===== src/rtl/dmem_access_master.sv =====
// Load/store initiator between the MEM stage and a word-addressed, async-read data memory.
// Optional: define DMEM_MISALIGN_TRAP_EN to trap misaligned halfword/word accesses.
module dmem_access_master #(
  parameter int MEM_BYTES = 65536
) (
  input  logic        clk,
  input  logic        reset,
  input  logic        req_valid,
  output logic        req_ready,
  input  logic        req_write,
  input  logic [2:0]  req_funct3,
  input  logic [31:0] req_addr,
  input  logic [31:0] req_wdata,
  output logic        resp_valid,
  output logic [31:0] resp_rdata,
  output logic        resp_fault,
  output logic        resp_misaligned,
  output logic [31:0] mem_addr,
  output logic [31:0] mem_din,
  output logic        mem_read,
  output logic        mem_write,
  input  logic [31:0] mem_dout
);

  localparam logic [1:0] S_IDLE   = 2'd0;
  localparam logic [1:0] S_ACCESS = 2'd1;
  localparam logic [1:0] S_WRITE  = 2'd2;
  localparam logic [1:0] S_RESP   = 2'd3;

  logic [1:0]  state_reg;
  logic        write_reg;
  logic [2:0]  funct3_reg;
  logic [31:0] addr_reg;
  logic [31:0] wdata_reg;
  logic [31:0] merged_reg;
  logic [31:0] rdata_reg;
  logic        fault_reg;
  logic        misaligned_reg;

  logic [4:0]  byte_shift;
  logic [7:0]  lane_byte;
  logic [15:0] lane_half;
  logic [31:0] load_data;
  logic [31:0] merged_word;
  logic        out_of_range;
  logic        unsupported;
  logic        fault;
  logic        misaligned;
  logic        skip;
  logic        is_sw;

  assign byte_shift   = {addr_reg[1:0], 3'b000};
  assign out_of_range = {1'b0, addr_reg} >= 33'(MEM_BYTES);
  assign is_sw        = write_reg && (funct3_reg == 3'b010);

  always_comb begin
    if (write_reg) begin
      unsupported = (funct3_reg >= 3'b011);
    end else begin
      unsupported = (funct3_reg == 3'b011) || (funct3_reg == 3'b110) ||
                    (funct3_reg == 3'b111);
    end
  end

  assign fault = out_of_range || unsupported;

`ifdef DMEM_MISALIGN_TRAP_EN
  assign misaligned = ((funct3_reg[1:0] == 2'b01) && addr_reg[0]) ||
                      ((funct3_reg[1:0] == 2'b10) && (addr_reg[1:0] != 2'b00));
`else
  // Without the trap, the ignored low address bits simply select the lane.
  assign misaligned = 1'b0;
`endif

  assign skip = fault || misaligned;

  always_comb begin
    lane_byte   = mem_dout[byte_shift +: 8];
    lane_half   = addr_reg[1] ? mem_dout[31:16] : mem_dout[15:0];
    load_data   = 32'h0000_0000;
    merged_word = mem_dout;
    case (funct3_reg)
      3'b000:  load_data = {{24{lane_byte[7]}}, lane_byte};
      3'b001:  load_data = {{16{lane_half[15]}}, lane_half};
      3'b010:  load_data = mem_dout;
      3'b100:  load_data = {24'h00_0000, lane_byte};
      3'b101:  load_data = {16'h0000, lane_half};
      default: load_data = 32'h0000_0000;
    endcase
    if (funct3_reg[1:0] == 2'b00) begin
      merged_word[byte_shift +: 8] = wdata_reg[7:0];
    end else if (addr_reg[1]) begin
      merged_word[31:16] = wdata_reg[15:0];
    end else begin
      merged_word[15:0] = wdata_reg[15:0];
    end
  end

  always_ff @(posedge clk) begin
    if (reset) begin
      state_reg      <= S_IDLE;
      write_reg      <= 1'b0;
      funct3_reg     <= 3'b000;
      addr_reg       <= 32'h0000_0000;
      wdata_reg      <= 32'h0000_0000;
      merged_reg     <= 32'h0000_0000;
      rdata_reg      <= 32'h0000_0000;
      fault_reg      <= 1'b0;
      misaligned_reg <= 1'b0;
    end else begin
      case (state_reg)
        S_IDLE: begin
          if (req_valid) begin
            write_reg  <= req_write;
            funct3_reg <= req_funct3;
            addr_reg   <= req_addr;
            wdata_reg  <= req_wdata;
            state_reg  <= S_ACCESS;
          end
        end
        S_ACCESS: begin
          fault_reg      <= fault;
          misaligned_reg <= misaligned;
          rdata_reg      <= (skip || write_reg) ? 32'h0000_0000 : load_data;
          merged_reg     <= merged_word;
          // Sub-word stores need a second cycle to write the merged word back.
          if (!skip && write_reg && !is_sw) begin
            state_reg <= S_WRITE;
          end else begin
            state_reg <= S_RESP;
          end
        end
        S_WRITE: state_reg <= S_RESP;
        default: state_reg <= S_IDLE;
      endcase
    end
  end

  assign req_ready       = (state_reg == S_IDLE);
  assign resp_valid      = (state_reg == S_RESP);
  assign resp_rdata      = rdata_reg;
  assign resp_fault      = fault_reg;
  assign resp_misaligned = misaligned_reg;

  assign mem_addr  = {addr_reg[31:2], 2'b00};
  assign mem_read  = !reset && (state_reg == S_ACCESS) && !skip;
  assign mem_write = !reset && (((state_reg == S_ACCESS) && !skip && is_sw) ||
                                (state_reg == S_WRITE));

  always_comb begin
    if (state_reg == S_WRITE) begin
      mem_din = merged_reg;
    end else if ((state_reg == S_ACCESS) && !skip && is_sw) begin
      mem_din = wdata_reg;
    end else begin
      mem_din = 32'h0000_0000;
    end
  end

endmodule


===== config.mk =====
export PLATFORM = sky130hd
export DESIGN_NAME = dmem_access_master
export DESIGN_NICKNAME = d
export VERILOG_FILES = /design/src/rtl/dmem_access_master.sv
export SDC_FILE = /design/constraint.sdc
export NUM_CORES = 1
export LEC_CHECK = 0
export ABC_AREA = 1
export CORE_UTILIZATION = 48
export CTS_CLUSTER_SIZE = 30
export DETAILED_ROUTE_END_ITERATION = 10
export GPL_TIMING_DRIVEN = 1
export PLACE_DENSITY = 0.81
export SYNTH_ARGS = -nofsm -noshare
export SYNTH_HDL_FRONTEND = slang
export SYNTH_SLANG_ARGS = --single-unit

===== constraint.sdc =====
create_clock -name clk -period 2.19 [get_ports clk]
set_input_delay 0.438 -clock clk [delete_from_list [all_inputs] [get_ports clk]]
set_output_delay 0.438 -clock clk [all_outputs]
set_load 0.02 [all_outputs]

==> results_dict.tcl, run 1 <==
set metrics [dict create \
    status "finished, violations left" \
    violations "setup timing" \
    hold_viol 0 \
    ys_seq_area_share_pct 37.8 \
    p_leak_nw 4.11 \
    ir_drop_mv 0.835 \
    seqPwrFrac_pct 27.6 \
    setup_slack_ns -0.227 \
    die_h_microns 124 \
    period_minus_slack_ns 2.42 \
    io_buffers 201 \
    dp.cells 1421 \
    crit_arrival_ns 1.98 \
    slowest_stage "dfxtp_2" \
    ctsRootBufferMaster "clkbuf_16" \
    syn_avg_cell_area_sq_um 6.58 \
    final_util_pct 70.7 \
    hold_depth 2 \
    drt-pass1-iter-count 8 \
    slowest_delay_ns 0.32 \
    yosys_most_used_dff "dfxtp_1" \
    reg2reg_from "addr_reg[1]$_SDFFE_PP0P_" \
    met1_length_microns 10300 \
    grt_pass1_vias 7280 \
    dp_hpwl_microns 17000 \
    synth_cell_types 24 \
    power_density_mw_per_mm2 1240 \
    first_iter_violations 951 \
    synth_warnings 0 \
    place_congestion 0.940 \
    crit_fanout 20 \
    rsz0062_at_grt "true" \
    layout.nets 1377 \
    viasPerCell 5.59 \
    nFillCells 1227 \
    p_switching_w 0.00524 \
    fmax_mhz 414 \
    critical_path_class "register to primary output" \
    drc 0 \
    seq_area_sq_mm 0.00271 \
    skew_ns 0.0103 \
    hold_start "resp_rdata[4]$_SDFFE_PP0N_" \
    slew_viol_final 0 \
    routedWlPerCell_microns 16.9 \
    reg2reg_to "merged_reg[23]$_SDFFE_PP0N_" \
    slew_headroom_pct 39.4 \
    p_int_w 0.00747 \
    async_flop_share_pct 0 \
    insertion_delay_ns 0.43 \
    critPathCaptureType "primary output" \
    multi_input_area_sq_mm 0.00383 \
    die_x_microns 124 \
    clk_pin_slew_ns 0.06 \
    grt_pass1_wl_microns 37500 \
    ff2ff_path_depth 8 \
    drt_wl_total_microns 24700 \
    cp.required_ns 1.75 \
    drv_cap 0 \
    cts_buffers 17 \
    comb_power_share_pct 48.1 \
    die_area_sq_mm 0.0154 \
    ys_ff_latch 135 \
    diodes 0 \
    finalSetupViolations 33 \
    tightestPinTransition_ns 0.908 \
    placeableCoreArea_sq_mm 0.0145 \
    wl_met3_microns 1960 \
    grt_usage_pct 32.2 \
    ios 205 \
    synth_cells 1086 \
    worstPathCellList "nor2_1, nand2_1, nor2_2, nand3_2, nor2_4, nand3_4, buf_12, o21ai_2, buf_4" \
    grt-ovfl-total 0 \
    crit_path_start_kind "register" \
    swShare_pct 41.2 \
    synth_edf_count 0 \
    cts_sinks 135 \
    rows 44 \
    drive_above_1_share_pct 15.3 \
    highest_layer "met4" \
    vias 8171 \
    period_share_pct 110 \
    antenna_found_initial 0 \
    final_antenna_net_count 0 \
    instances_no_fill 1463 \
    p_total_w 0.0127 \
    grt_max_degree 99 \
    cts_buffer_depth 2 \
    h-tree-depth 4 \
    met2WireLength_microns 11600 \
    area_growth_syn_to_layout_pct 43.9 \
    r2r_setup_slack_ns 0.35 \
    cts_tree "yes" \
    netlist_area_sq_mm 0.00714 \
    hp-class "register to register" \
    initial_core_util_pct 49.1 \
    hold_end "resp_rdata[4]$_SDFFE_PP0N_" \
    power_frac_clock_pct 24.3 \
    holdWs_ns 0.464 \
]
power by group through the flow:
stage / Clock [W] / Combinational [W] / Sequential, W
final: 0.00308 / 0.00612 / 0.00351
after global routing: 0.00323 / 0.00671 / 0.00358
after CTS: 0.00310 / 0.00583 / 0.00349
after detailed placement: 0 / 0.00570 / 0.00353
after global placement: 0 / 0.00566 / 0.00350
after floorplan: 0 / 0.00378 / 0.00348
cells in the mapped netlist, types with 8 or more instances:
| library cell | number | area (sq um) |
|---|---|---|
| dfxtp_1 | 135 | 2700 |
| a21oi_1 | 143 | 716 |
| nand2_1 | 190 | 713 |
| o211ai_1 | 24 | 180 |
| ha_1 | 8 | 100 |
| nor2_1 | 147 | 552 |
| o22ai_1 | 20 | 125 |
| buf_4 | 34 | 255 |
| nand3_1 | 41 | 205 |
| o21ai_1 | 30 | 150 |
| clkbuf_1 | 60 | 225 |
| buf_2 | 14 | 70.1 |
| o21ai_0 | 161 | 806 |
| inv_1 | 45 | 169 |
| buf_1 | 8 | 30.0 |
critical path: cells and delay by family, from the launching register on:
kind	cells	cell delay (ns)
AO/OA/AOI/OAI	1	0.14
AND/OR/NAND/NOR	6	0.72
buffers and inverters	2	0.35
flip-flops	1	0.32
worst max-delay path by stage:
stage	from	to	slack [ns]	depth (start not counted)
5_1_grt	addr_reg[27]$_SDFFE_PP0P_	mem_din[1]	-0.35	9
3_3_place_gp	addr_reg[27]$_SDFFE_PP0P_	mem_din[25]	-0.30	9
4_1_cts	addr_reg[17]$_SDFFE_PP0P_	mem_din[25]	-0.23	9
2_1_floorplan	state_reg[1]$_SDFFE_PP0P_	mem_din[22]	-0.008	8
3_5_place_dp	addr_reg[27]$_SDFFE_PP0P_	mem_din[25]	-0.35	9
6_report	addr_reg[27]$_SDFFE_PP0P_	mem_din[21]	-0.23	9
through the flow:
stage / area (sq um) / TNS (ns) / setup slack (ns)
finish: 10300 / -6.28 / -0.227
global route: 10300 / -10.33 / -0.353
CTS: 10000 / -6.12 / -0.229
detailed placement: 9400 / -10.06 / -0.354
global placement: 9400 / -9.50 / -0.305
floorplan: 7160 / -0.221 / -0.00845
cell usage in the layout, fill, tap and decap left out, types with 7 or more instances in the layout:
cell type,netlist,layout
nand2_1,190,189
clkdlybuf4s50_1,0,165
o21ai_0,161,160
a21oi_1,143,142
nor2_1,147,140
dfxtp_1,135,128
buf_4,34,80
inv_1,45,43
nand3_1,41,39
o211ai_1,24,24
o21ai_2,0,20
o22ai_1,20,20
clkbuf_16,0,17
buf_6,0,15
nor2_2,4,10
o21ai_1,30,10
buf_12,0,9
inv_2,5,7
ha_1,8,7
dfxtp_2,0,7
logic make-up after synthesis:
logic type / after synthesis / synth area share [%]
buffers and inverters: 167 / 10.8
and+or+nand+nor: 393 / 21.8
DFF: 135 / 37.8
adders and majority gates: 8 / 1.40
AOI/OAI and AO/OA: 382 / 28.1
other: 1 / 0.0525
repair_timing:
action | in CTS | in global routing
gates resized for setup | 182 | 57
hold buffers | 0 | 0
pin swaps | 2 | 3
buffers inserted | 6 | 3
cloned | 1 | 0
setup endpoints to repair | 35 | 35
layer usage:
metal  vias up  GRT usage, %
met2       374          52.2
met5         -             0
li1       3968             -
met4         0          13.8
met3        79          7.37
met1      3750          40.9
area by class of cell:
type	instances	area share, %
multi-input combinational	786	37.2
sequential	135	26.4
timing repair buffer	275	26.1
clock buffer	21	4.58
tap	184	2.24
inverter	51	1.90
clock inverter	11	1.64
Power figures use the tool's default switching activity.
==> inputs of run 2 (changes only) <==
RECOVER_POWER = 100   (was unset)
==> run 2 against run 1 <==
Effect of this change:
- the run still ends with setup timing left
- count of clock-buffer cells in the layout unchanged
- sequential share of layout area is 0.087 points higher
- register-to-register slack got worse by 0.23 ns
- largest cell class unchanged
- global-route usage stayed put
- highest routed layer unchanged
==> results_dict.tcl, run 2 (synthesis gave the netlist of run 1 again) <==
set metrics [dict create \
    cts_sinks 135 \
    ir_drop_mv 0.827 \
    drt-pass1-iter-count 6 \
    violations "setup timing" \
    rsz0062_at_grt "true" \
    period_share_pct 110 \
    die_area_sq_mm 0.0154 \
    cts_buffer_depth 2 \
    skew_ns 0.0104 \
    period_minus_slack_ns 2.42 \
    final_cell_mix "nand2_1 (189), clkdlybuf4s50_1 (161), o21ai_0 (160)" \
    finalSetupViolations 33 \
    finalInstanceArea_sq_mm 0.0102 \
    crit_arrival_ns 1.98 \
    placed_cell_area_sq_mm 0.00940 \
    fmax_mhz 414 \
    drive_above_1_share_pct 15.2 \
    nFillCells 1235 \
    area_growth_syn_to_layout_pct 43.5 \
    first_iter_violations 954 \
    io_buffers 201 \
    dp_slack_ns -0.354 \
    tns_ns -6.26 \
    cp.required_ns 1.75 \
    hold_viol 0 \
    die_x_microns 124 \
    final_common_cell "nand2_1" \
    cts_tree "yes" \
    critPathCaptureType "primary output" \
    hp-class "register to register" \
    h-tree-depth 4 \
    p_leak_nw 4.10 \
    ios 205 \
    tightestPinTransition_ns 0.903 \
    antenna_found_initial 0 \
    status "finished, violations left" \
    grt_pass1_wl_microns 37500 \
    grt_pass1_vias 7280 \
    layout.nets 1377 \
    rows 44 \
    drv_cap 0 \
    grt_usage_pct 32.2 \
    final_antenna_net_count 0 \
    setup_slack_ns -0.226 \
    slew_viol_final 0 \
    die_h_microns 124 \
    insertion_delay_ns 0.43 \
    drt_wl_total_microns 24700 \
    drc 0 \
    viasPerCell 5.60 \
    initial_core_util_pct 49.1 \
    routedWlPerCell_microns 16.9 \
    cts_buffers 17 \
    clk_pin_slew_ns 0.06 \
    grt-ovfl-total 0 \
    placeableCoreArea_sq_mm 0.0145 \
    vias 8199 \
    final_util_pct 70.5 \
    place_congestion 0.940 \
    grt_max_degree 99 \
    slew_headroom_pct 39.8 \
    crit_fanout 20 \
    ctsRootBufferMaster "clkbuf_16" \
    power_density_mw_per_mm2 1240 \
    crit_path_start_kind "register" \
    critical_path_class "register to primary output" \
    diodes 0 \
    dp_hpwl_microns 17000 \
]
-- run 2: cell types whose count changed in the layout (fill, tap and decap cells not counted) --
cell             delta
clkbuf_1            +1
buf_12              -2
dlygate4sd3_1       +4
inv_1               +1
buf_4               -3
dlymetal6s2s_1      -1
clkdlybuf4s50_1     -4
buf_6               +2
clkbuf_2            +3
inv_2               -1
-- run 2: stage by stage --
stage	instances	power, W	hold slack, ns
finish	1463	0.0127	0.463
CTS	1460	0.0124	0.464
detailed placement	1421	0.00923	0.455
floorplan	1088	0.00726	0.455
global route	1463	0.0135	0.472
global placement	1421	0.00916	0.453
-- run 2: metal layers --
metal	vias up	track usage, %	share of wire [%]
li1	3961	-	-
met1	3754	40.9	41
met2	412	52.2	47
met3	72	7.37	8.7
met4	0	13.8	3.4
met5	-	0	0
-- run 2: cell type report --
type	count	area [sq um]	share of cell area, %
Timing Repair Buffer	275	2650	25.8
Sequential cell	135	2710	26.5
Clock inverter	11	169	1.65
Clock buffer	21	470	4.59
Tap cell	184	230	2.25
Multi-Input combinational cell	786	3830	37.3
Inverter	51	195	1.90
-- run 2: critical path: stages, from the launching register on --
cell	delay (ns)
dfxtp_2	0.32
nor2_1	0.09
nand2_1	0.09
nor2_2	0.17
nand3_2	0.12
nor2_4	0.13
nand3_4	0.12
buf_12	0.19
o21ai_2	0.14
buf_4	0.16
-- run 2: worst paths after layout --
path	start	end	slack (ns)	cells after the start
worst max register to register	addr_reg[27]$_SDFFE_PP0P_	resp_rdata[21]$_SDFFE_PP0N_	0.12	9
worst min-delay path	resp_rdata[19]$_SDFFE_PP0N_	resp_rdata[19]$_SDFFE_PP0N_	0.46	2
worst max-delay path	addr_reg[27]$_SDFFE_PP0P_	mem_din[21]	-0.23	9
worst min register to register	resp_rdata[19]$_SDFFE_PP0N_	resp_rdata[19]$_SDFFE_PP0N_	0.46	2
-- run 2: where the power goes --
part / leakage, nW / switching (W) / internal, W / total, W
clock network: 0.313 / 0.00109 / 0.00200 / 0.00308
logic: 2.67 / 0.00376 / 0.00234 / 0.00610
registers: 1.11 / 0.000387 / 0.00312 / 0.00351
-- run 2: timing repair --
item,4_1_cts,5_1_grt
hold buffers,0,0
pin swaps,2,3
endpoints found under the setup margin,35,35
buffers inserted,6,3
gates cloned,1,0
resized for setup,182,57
==> inputs of run 3 (changes only) <==
GPL_TIMING_DRIVEN = 0   (was 1)
==> run 3 against run 2 <==
Effect of this change:
- flip-flop and latch count unchanged
- register-to-register slack about the same
- worst hold slack worse by 0.0026 ns
- non-clock buffer count up 51
- the flow still finishes with violations (setup timing)
- routed wire length up 11%
- sequential share of layout area down 0.83 points
- global-route usage up 3.2 points
- clock skew up 0.00053 ns
- count of clock-buffer cells in the layout down 2
- worst setup slack worse by 0.15 ns
- clock power down 8.8%
- highest routed layer is now met5
- critical endpoint unchanged
- first-iteration DRC count down 5.6%
==> results_dict.tcl, run 3 (synthesis gave the netlist of run 1 again) <==
set metrics [dict create \
    first_iter_violations 901 \
    cts_hold_buf 0 \
    drt_wl_total_microns 27300 \
    swShare_pct 45.1 \
    viasPerCell 5.61 \
    fmax_mhz 390 \
    period_share_pct 117 \
    routedWlPerCell_microns 18.0 \
    dp.cells 1472 \
    cts_tree "yes" \
    critPathCaptureType "primary output" \
    final_cell_mix "nand2_1 (186), o21ai_0 (157), a21oi_1 (142)" \
    dp_hpwl_microns 19600 \
    hp-class "register to register" \
    global_route.usage.met2_pct 55.4 \
    layout.nets 1429 \
    crit_arrival_ns 2.12 \
    h-tree-depth 4 \
    die_area_sq_mm 0.0154 \
    comb_power_share_pct 49.7 \
    grt_pass1_wl_microns 40700 \
    slew_headroom_pct 49.4 \
    status "finished, violations left" \
    p_switching_w 0.00574 \
    cp_top_family "simple AND/OR/NAND/NOR gates" \
    p_total_w 0.0127 \
    area_growth_syn_to_layout_pct 48.5 \
    ctsRootBufferMaster "clkbuf_16" \
    cts_sinks 135 \
    grt_max_degree 21 \
    final_antenna_net_count 0 \
    cts_buffers 17 \
    power_frac_clock_pct 22.1 \
    r2r_setup_slack_ns 0.12 \
    p_leak_nw 4.21 \
    grt_pass1_vias 7555 \
    setup_slack_ns -0.373 \
    met3_usage_pct 7.51 \
    die_h_microns 124 \
    drv_cap 0 \
    crit_path_start_kind "register" \
    vias 8498 \
    gr-usage-met1_pct 46.0 \
    seqPwrFrac_pct 28.3 \
    p_int_w 0.00700 \
    skew_ns 0.0109 \
    slew_viol_final 0 \
    initial_core_util_pct 49.1 \
    period_minus_slack_ns 2.56 \
    crit_fanout 5 \
    cts_buffer_depth 2 \
    slowest_delay_ns 0.33 \
    grt_usage_pct 35.4 \
    rows 44 \
    grt-ovfl-total 0 \
    instances_no_fill 1515 \
    placeableCoreArea_sq_mm 0.0145 \
    diodes 0 \
    final_common_cell "nand2_1" \
    violations "setup timing" \
    cp.required_ns 1.75 \
    worstPathCellList "nor2_2, nand2_2, nor2_4, nand3_4, nor2_4, nand3_4, buf_6, o21ai_2, buf_6" \
    insertion_delay_ns 0.44 \
    power_density_mw_per_mm2 1200 \
    final_util_pct 73.0 \
    critical_path_class "register to primary output" \
    drt-pass1-iter-count 5 \
    antenna_found_initial 1 \
    io_buffers 200 \
    ir_drop_mv 0.666 \
    ios 205 \
    tightestPinTransition_ns 0.760 \
    die_x_microns 124 \
    hold_viol 0 \
    cp.buffers_inverters 2 \
    finalSetupViolations 34 \
    drive_above_1_share_pct 16.0 \
    drc 0 \
    grt_busiest_layer "met2" \
    rsz0062_at_grt "true" \
    slowest_stage "dfxtp_2" \
    place_congestion 1.00 \
    clk_pin_slew_ns 0.06 \
]
## run 3: cell types whose count changed in the layout (fill, tap and decap cells not counted), sizes merged, moves of 2 or more
cell	before	now
dlygate4sd3	4	39
inv	51	54
clkbuf	25	80
buf	104	100
clkinvlp	2	4
clkdlybuf4s50	161	126
bufinv	4	1
## run 3: power groups by stage
stage	Clock, W	Combinational (W)	Sequential (W)
global route	0.00293	0.00689	0.00366
detailed placement	0	0.00572	0.00358
finish	0.00281	0.00633	0.00360
global placement	0	0.00564	0.00356
CTS	0.00279	0.00609	0.00355
floorplan	0	0.00378	0.00348
## run 3: path summary, 6_finish.rpt
kind                                                 start                           to  depth (start not counted)
worst max register to register    addr_reg[0]$_SDFFE_PP0P_  merged_reg[22]$_SDFFE_PP0N_                          7
worst min register to register  resp_rdata[9]$_SDFFE_PP0N_   resp_rdata[9]$_SDFFE_PP0N_                          2
worst max-delay path             addr_reg[29]$_SDFFE_PP0P_                  mem_din[21]                          9
worst min-delay path            resp_rdata[9]$_SDFFE_PP0N_   resp_rdata[9]$_SDFFE_PP0N_                          2
## run 3: layout make-up
cell class | instances | area, sq um
inverters | 51 | 204
plain buffers | 112 | 613
repair buffers | 214 | 2170
well taps | 184 | 230
flip-flops and latches | 135 | 2720
fillers | 1204 | 3920
clock inverters | 13 | 121
multi-input cells | 787 | 4100
clock buffers | 19 | 453
## run 3: layer usage
metal | routed length [microns] | vias to the layer above
met5 | 13 | -
met4 | 1070 | 2
met3 | 2280 | 85
met2 | 12600 | 397
met1 | 11300 | 3933
li1 | - | 4081
## run 3: metrics by stage
stage	setup WS, ns	hold slack [ns]	setup TNS (ns)	instance area, sq um
after floorplan	-0.00845	0.455	-0.221	7160
after global placement	-1.59	0.453	-62.79	9390
after detailed placement	-1.61	0.455	-63.76	9390
after CTS	-0.358	0.464	-10.59	10400
after global routing	-0.436	0.480	-12.31	10600
final	-0.373	0.460	-10.03	10600
## run 3: tightest hold or removal path, cell delays in order, from the launching register on
cell and delay [ns]:
dfxtp_1 0.30, nand2_1 0.06, a21oi_1 0.05
## run 3: what timing repair did
action / 4_1_cts / 5_1_grt
setup buffers: 8 / 3
endpoints found under the setup margin: 66 / 61
gates resized for setup: 290 / 53
cloned: 4 / 0
pin swaps: 6 / 12
